===== config.mk =====
export PLATFORM = sky130hd
export DESIGN_NAME = mem_arbiter_flat
export DESIGN_NICKNAME = d
export VERILOG_FILES = /design/src/rtl/mem_arbiter_if.sv /design/src/rtl/mem_arbiter.sv /design/src/flat_wrapper.sv
export SDC_FILE = /design/constraint.sdc
export NUM_CORES = 1
export LEC_CHECK = 0
export ABC_AREA = 0
export BUFFER_PORTS_ARGS = -buffer_cell sky130_fd_sc_hd__buf_4
export CORE_ASPECT_RATIO = 0.6
export CORE_MARGIN = 2
export CORE_UTILIZATION = 43
export CTS_BUF_LIST = sky130_fd_sc_hd__clkbuf_8
export DETAILED_ROUTE_END_ITERATION = 12
export GPL_TIMING_DRIVEN = 0
export HOLD_SLACK_MARGIN = 0.05
export PLACE_DENSITY = 0.75
export SLEW_MARGIN = 15
export SYNTH_ARGS = -nofsm -noshare
export SYNTH_HDL_FRONTEND = slang
export SYNTH_SLANG_ARGS = --single-unit

===== constraint.sdc =====
create_clock -name CLK -period 1.6 [get_ports CLK]
set_input_delay 0.08 -clock CLK [delete_from_list [all_inputs] [get_ports CLK]]
set_output_delay 0.08 -clock CLK [all_outputs]
set_load 0.05 [all_outputs]

===== src/rtl/mem_arbiter_if.sv =====
// rtl/mem_arbiter_if.sv - fetch, data and RAM-side signal bundle for mem_arbiter
interface mem_arbiter_if;
   logic        iREN;
   logic [31:0] iaddr;
   logic [31:0] iload;
   logic        ihit;

   logic        dREN;
   logic        dWEN;
   logic [31:0] daddr;
   logic [31:0] dstore;
   logic [31:0] dload;
   logic        dhit;

   logic        ramREN;
   logic        ramWEN;
   logic [31:0] ramaddr;
   logic [31:0] ramstore;
   logic [31:0] ramload;
   logic [1:0]  ramstate;

   logic        err;

   modport slave (
      input  iREN, iaddr, dREN, dWEN, daddr, dstore, ramload, ramstate,
      output iload, ihit, dload, dhit, ramREN, ramWEN, ramaddr, ramstore, err
   );

   modport master (
      output iREN, iaddr, dREN, dWEN, daddr, dstore, ramload, ramstate,
      input  iload, ihit, dload, dhit, ramREN, ramWEN, ramaddr, ramstore, err
   );
endinterface


===== src/rtl/mem_arbiter.sv =====
// rtl/mem_arbiter.sv - round-robin fetch/data arbiter onto one RAM port
// Optional watchdog enabled by defining MEM_ARBITER_TIMEOUT_EN.
module mem_arbiter #(
   parameter int TIMEOUT_CYCLES = 64
) (
   input  logic          CLK,
   input  logic          RST,
   mem_arbiter_if.slave  bus
);

   typedef enum logic [1:0] {IDLE, IBUSY, DBUSY, RESP} state_t;

   localparam logic [1:0]  RAM_ACCESS = 2'd2;
   localparam logic [1:0]  RAM_ERROR  = 2'd3;
   localparam logic [31:0] ERR_WORD   = 32'hBAD1BAD1;

   state_t      state, next_state;
   logic        last_data;
   logic        lat_wr;
   logic        lat_data;
   logic [31:0] lat_addr;
   logic [31:0] lat_store;
   logic [31:0] iload_q, dload_q;
   logic        ihit_q, dhit_q, err_q;

   logic        data_req;
   logic        grant_i, grant_d;
   logic        busy;
   logic        done;
   logic        abnormal;
   logic        timeout_hit;

   assign data_req = bus.dREN | bus.dWEN;
   // On a tie the side that did not win last time gets the grant.
   assign grant_d  = data_req  & (~bus.iREN | ~last_data);
   assign grant_i  = bus.iREN  & (~data_req | last_data);
   assign busy     = (state == IBUSY) || (state == DBUSY);
   assign done     = (bus.ramstate == RAM_ACCESS) || (bus.ramstate == RAM_ERROR) || timeout_hit;
   assign abnormal = (bus.ramstate != RAM_ACCESS);

`ifdef MEM_ARBITER_TIMEOUT_EN
   logic [7:0] to_cnt;

   always_ff @(posedge CLK) begin
      if (RST) begin
         to_cnt <= 8'd0;
      end else if (state == IDLE && (grant_i || grant_d)) begin
         to_cnt <= 8'd0;
      end else if (busy) begin
         to_cnt <= to_cnt + 8'd1;
      end
   end

   assign timeout_hit = (to_cnt == 8'(TIMEOUT_CYCLES - 1));
`else
   assign timeout_hit = 1'b0;
`endif

   always_comb begin
      next_state = state;
      case (state)
         IDLE: begin
            if (grant_d)      next_state = DBUSY;
            else if (grant_i) next_state = IBUSY;
         end
         IBUSY, DBUSY: begin
            if (done) next_state = RESP;
         end
         RESP:    next_state = IDLE;
         default: next_state = IDLE;
      endcase
   end

   always_ff @(posedge CLK) begin
      if (RST) begin
         state     <= IDLE;
         last_data <= 1'b0;
         lat_wr    <= 1'b0;
         lat_data  <= 1'b0;
         lat_addr  <= 32'd0;
         lat_store <= 32'd0;
         iload_q   <= 32'd0;
         dload_q   <= 32'd0;
         ihit_q    <= 1'b0;
         dhit_q    <= 1'b0;
         err_q     <= 1'b0;
      end else begin
         state  <= next_state;
         ihit_q <= 1'b0;
         dhit_q <= 1'b0;
         err_q  <= 1'b0;
         case (state)
            IDLE: begin
               if (grant_d) begin
                  last_data <= 1'b1;
                  lat_data  <= 1'b1;
                  lat_wr    <= bus.dWEN;
                  lat_addr  <= bus.daddr;
                  lat_store <= bus.dstore;
               end else if (grant_i) begin
                  last_data <= 1'b0;
                  lat_data  <= 1'b0;
                  lat_wr    <= 1'b0;
                  lat_addr  <= bus.iaddr;
                  lat_store <= 32'd0;
               end
            end
            IBUSY, DBUSY: begin
               // Hit flags are set on the transition so they line up with RESP.
               if (done) begin
                  err_q <= abnormal;
                  if (lat_data) begin
                     dhit_q <= 1'b1;
                     if (abnormal)     dload_q <= ERR_WORD;
                     else if (!lat_wr) dload_q <= bus.ramload;
                  end else begin
                     ihit_q  <= 1'b1;
                     iload_q <= abnormal ? ERR_WORD : bus.ramload;
                  end
               end
            end
            default: ;
         endcase
      end
   end

   assign bus.ramREN   = busy & ~lat_wr;
   assign bus.ramWEN   = busy &  lat_wr;
   assign bus.ramaddr  = busy ? lat_addr  : 32'd0;
   assign bus.ramstore = busy ? lat_store : 32'd0;

   assign bus.iload = iload_q;
   assign bus.dload = dload_q;
   assign bus.ihit  = ihit_q;
   assign bus.dhit  = dhit_q;
   assign bus.err   = err_q;

endmodule


===== src/flat_wrapper.sv =====
// flat-port wrapper written by rule: the top's interface ports become plain ports
module mem_arbiter_flat 
#(
   parameter int TIMEOUT_CYCLES = 64
)
  (CLK, RST, bus_iREN, bus_iaddr, bus_dREN, bus_dWEN, bus_daddr, bus_dstore, bus_ramload, bus_ramstate, bus_iload, bus_ihit, bus_dload, bus_dhit, bus_ramREN, bus_ramWEN, bus_ramaddr, bus_ramstore, bus_err);
  mem_arbiter_if bus_i ();
  input  logic CLK;
  input  logic RST;
  input wire logic [$bits(bus_i.iREN)-1:0] bus_iREN;
  input wire logic [$bits(bus_i.iaddr)-1:0] bus_iaddr;
  input wire logic [$bits(bus_i.dREN)-1:0] bus_dREN;
  input wire logic [$bits(bus_i.dWEN)-1:0] bus_dWEN;
  input wire logic [$bits(bus_i.daddr)-1:0] bus_daddr;
  input wire logic [$bits(bus_i.dstore)-1:0] bus_dstore;
  input wire logic [$bits(bus_i.ramload)-1:0] bus_ramload;
  input wire logic [$bits(bus_i.ramstate)-1:0] bus_ramstate;
  output wire logic [$bits(bus_i.iload)-1:0] bus_iload;
  output wire logic [$bits(bus_i.ihit)-1:0] bus_ihit;
  output wire logic [$bits(bus_i.dload)-1:0] bus_dload;
  output wire logic [$bits(bus_i.dhit)-1:0] bus_dhit;
  output wire logic [$bits(bus_i.ramREN)-1:0] bus_ramREN;
  output wire logic [$bits(bus_i.ramWEN)-1:0] bus_ramWEN;
  output wire logic [$bits(bus_i.ramaddr)-1:0] bus_ramaddr;
  output wire logic [$bits(bus_i.ramstore)-1:0] bus_ramstore;
  output wire logic [$bits(bus_i.err)-1:0] bus_err;
  assign bus_i.iREN = bus_iREN;
  assign bus_i.iaddr = bus_iaddr;
  assign bus_i.dREN = bus_dREN;
  assign bus_i.dWEN = bus_dWEN;
  assign bus_i.daddr = bus_daddr;
  assign bus_i.dstore = bus_dstore;
  assign bus_i.ramload = bus_ramload;
  assign bus_i.ramstate = bus_ramstate;
  assign bus_iload = bus_i.iload;
  assign bus_ihit = bus_i.ihit;
  assign bus_dload = bus_i.dload;
  assign bus_dhit = bus_i.dhit;
  assign bus_ramREN = bus_i.ramREN;
  assign bus_ramWEN = bus_i.ramWEN;
  assign bus_ramaddr = bus_i.ramaddr;
  assign bus_ramstore = bus_i.ramstore;
  assign bus_err = bus_i.err;
  mem_arbiter #(.TIMEOUT_CYCLES(TIMEOUT_CYCLES)) u_core (.CLK(CLK), .RST(RST), .bus(bus_i));
endmodule

==> reports/results.txt <==
Hold Path Class: in -> reg
yosys warns: 0
Max Freq: 555 MHz
register area share after synthesis: 48.1%
Netlist cell types: 36
post-synthesis cell count: 636
post-synthesis async set-or-reset flop share: 0%
PwrDens: 1910 nW/um^2
DR DRC count: 0
cell taking the most area after synthesis: dfxtp_1
max_cap viols: 0
cell area after synthesis: 5620 sq um
syn nets: 772
Final ANT Viol Nets: 0
Net Sw Frac: 45.3%
clock buffer depth: 2
Synth area leaders: dfxtp_1 48%, and2_1 7.2%, a21oi_1 7.0%, mux2i_1 5.7%, a32oi_1 5.1%
fin. max-slew vios: 0
post-synthesis register bit count: 135
Tmin final: 1.80 ns
DP HPWL: 13.7 mm
reg-to-reg slack, setup: -0.15 ns
register area: 2710 sq um
Die Area: 14,000 sq um
Reg2Reg Launch Point: u_core.state[1]
Clock Pin Slew Worst Setup and Hold Paths: 0.08 ns
setup ws final: -0.203 ns
Tightest Pin Transition: 0.747 ns
Clk Latency, worst-skew pair: 0.44 ns
Placer Congestion: 0.847
GRT Util Overall: 33.4%
final setup violation count: 131
RSZ-0062 raised after global routing: true
Layout area overhead: 102%
CP max stage delay: 0.34 ns
pin count of the biggest net entering global routing: 17
crit path capture: bus_ramaddr[16]
CTS tree: built
Post-synth top cells: 135 x dfxtp_1, 79 x a21oi_1, 71 x nor2_1, 65 x and2_1, 45 x o21ai_0
clock sinks: 135
number of port buffers: 265
Core Area: 12,800 sq um
switching pwr: 9.83 mW
first-pass GRT wire length: 36.1 mm
Root Buffer: clkbuf_8
CP Capture Type: output port
pre-CTS WS: -0.370 ns
Num CTS Buffers: 17
Multi-input gate area: 3320 sq um
crit path from: u_core.state[1]
R2R depth: 9
crit-path max FO: 8
Via Count: 7,419
Starting Density: 43.9%
DRT Wirelength: 28.8 mm
Avg WL per Cell: 22.9 microns
Iter 0 DRT Violations: 558
Logic pwr share: 61.7%
initial antenna violation count: 1
Die W: 152 microns
static leakage: 4.84 nW
Critical Path Start Type: flip-flop
Avg Vias per Cell: 5.91
Hold Worst Slack: 0.0461 ns
WS Path Type: reg -> out
top cell type's share of synthesized area: 48.1%
period utilization: 113%
Fin. Hold Viols: 0
Critical Path RT: 1.52 ns
Top FF cell, synth: dfxtp_1
share of cells above drive strength 1: 48.8%
Crit path arrival time: 1.72 ns
# IOs: 268
outcome: finished with violations
Peak supply drop: 1.08 mV
Die Height: 92.6 microns
dominant cell by count in the synthesized netlist: dfxtp_1
failing checks: negative setup slack
cell row count: 32
sequential fraction of design power: 22.4%
Syn Area/Cell: 8.84 sq um
vias in the first global route: 6,863
drt first pass iters: 5
clock group share of total power: 15.9%
overall power: 21.7 mW
Worst R2R End: u_core.bus.dload[25]
slowest stage cell, crit path: dfxtp_2
Setup Skew: 0.0144 ns
max_slew headroom: 50.2%
H-tree levels: 4
Setup TNS Final: -15.29 ns
total gr overflow: 0
filler cell count: 523
design internal power: 11.9 mW
Post-synth EDFFs: 0
Critical Path, Cell by Cell: inv_2 -> ha_4 -> clkbuf_16 -> clkbuf_8 -> and2_4 -> buf_8
final net count: 1,209
[stage by stage]
step / std cells / util, % / area (sq um)
CTS: 1239 / 80.8 / 10300
detailed placement: 1071 / 61.1 / 7830
finish: 1256 / 88.8 / 11400
global placement: 1071 / 61.1 / 7830
global route: 1256 / 88.8 / 11400
floorplan: 636 / - / 5630
[per-layer routing]
| metal | wire length, microns | vias to the layer above | track usage, % |
|---|---|---|---|
| met5 | 0 | - | 0 |
| met2 | 13900 | 574 | 54.6 |
| met1 | 10600 | 3538 | 41.6 |
| met3 | 2660 | 147 | 8.42 |
| met4 | 1600 | 0 | 14.9 |
| li1 | - | 3160 | - |
[worst min path at each step]
stage                          startpoint                    to  slack (ns)  depth (start not counted)
after floorplan           bus_ramload[10]  u_core.bus.iload[10]        0.23                          2
after global placement     bus_dstore[29]  u_core.lat_store[29]        0.33                          3
after detailed placement   bus_dstore[24]  u_core.lat_store[24]        0.34                          3
after CTS                        bus_iREN       u_core.state[0]        0.05                          3
after global routing      bus_ramload[23]  u_core.bus.dload[23]        0.06                          3
final                     bus_ramload[23]  u_core.bus.dload[23]        0.05                          3
[power groups by stage]
stage | Clock [mW] | Sequential, mW | Combinational [mW]
6_report | 3.44 | 4.86 | 13.4
4_1_cts | 3.35 | 4.61 | 10.9
3_5_place_dp | 0 | 4.63 | 8.44
2_1_floorplan | 0 | 5.43 | 5.04
5_1_grt | 3.52 | 4.90 | 13.8
3_3_place_gp | 0 | 4.61 | 8.39
[cells by family after synthesis]
kind of cell / after synthesis / synth area share [%]
mux: 32 / 5.70
compound gates: 204 / 22.9
flops: 135 / 48.1
fa+ha+maj: 1 / 0.222
simple gates: 194 / 17.5
buf+inv: 70 / 5.63
[repair_timing]
action | CTS | global route
gates resized for setup | 195 | 243
setup buffers | 3 | 7
cloned | 4 | 9
setup endpoints to repair | 186 | 190
hold buffers | 130 | 0
pin swaps | 32 | 76
hold endpoints to repair | 128 | 0
[area by class of cell]
type | count | share of cell area, %
Clock inverter | 13 | 1.93
Timing Repair Buffer | 418 | 35.9
Inverter | 3 | 0.0990
Tap cell | 170 | 1.87
Antenna cell | 1 | 0.0220
Buffer | 67 | 5.00
Sequential cell | 135 | 23.8
Multi-Input combinational cell | 431 | 29.2
Clock buffer | 18 | 2.18
[sequential cells by signal (all words and copies together) (netlist names)]
signal,flops
u_core.bus.dhit,1
u_core.bus.dload,32
u_core.bus.err,1
u_core.bus.ihit,1
u_core.bus.iload,32
u_core.last_data,1
u_core.lat_addr,32
u_core.lat_store,32
u_core.lat_wr,1
u_core.state,2
[layout by cell type, fill, tap and decap left out, drive strengths merged, types with 15 or more instances in the layout]
cell         synthesis  routed
nand2               15      15
a32oi               33      33
and2                65      65
mux2i               32      32
dlygate4sd3          0     130
o21ai               46      46
buf                 30     318
nor2                72      72
clkbuf              37      55
a211oi              36      36
nand3               15      15
a21oi               79      79
dfxtp              135     135
[critical path: cells and delay by family (launching register included)]
kind,cells,cell delay [ns]
AND/OR/NAND/NOR,1,0.16
adder cells (fa/ha/maj),1,0.28
flip-flops,1,0.34
buffers and inverters,4,0.51
Note: power is estimated with default switching activity, not from simulation.
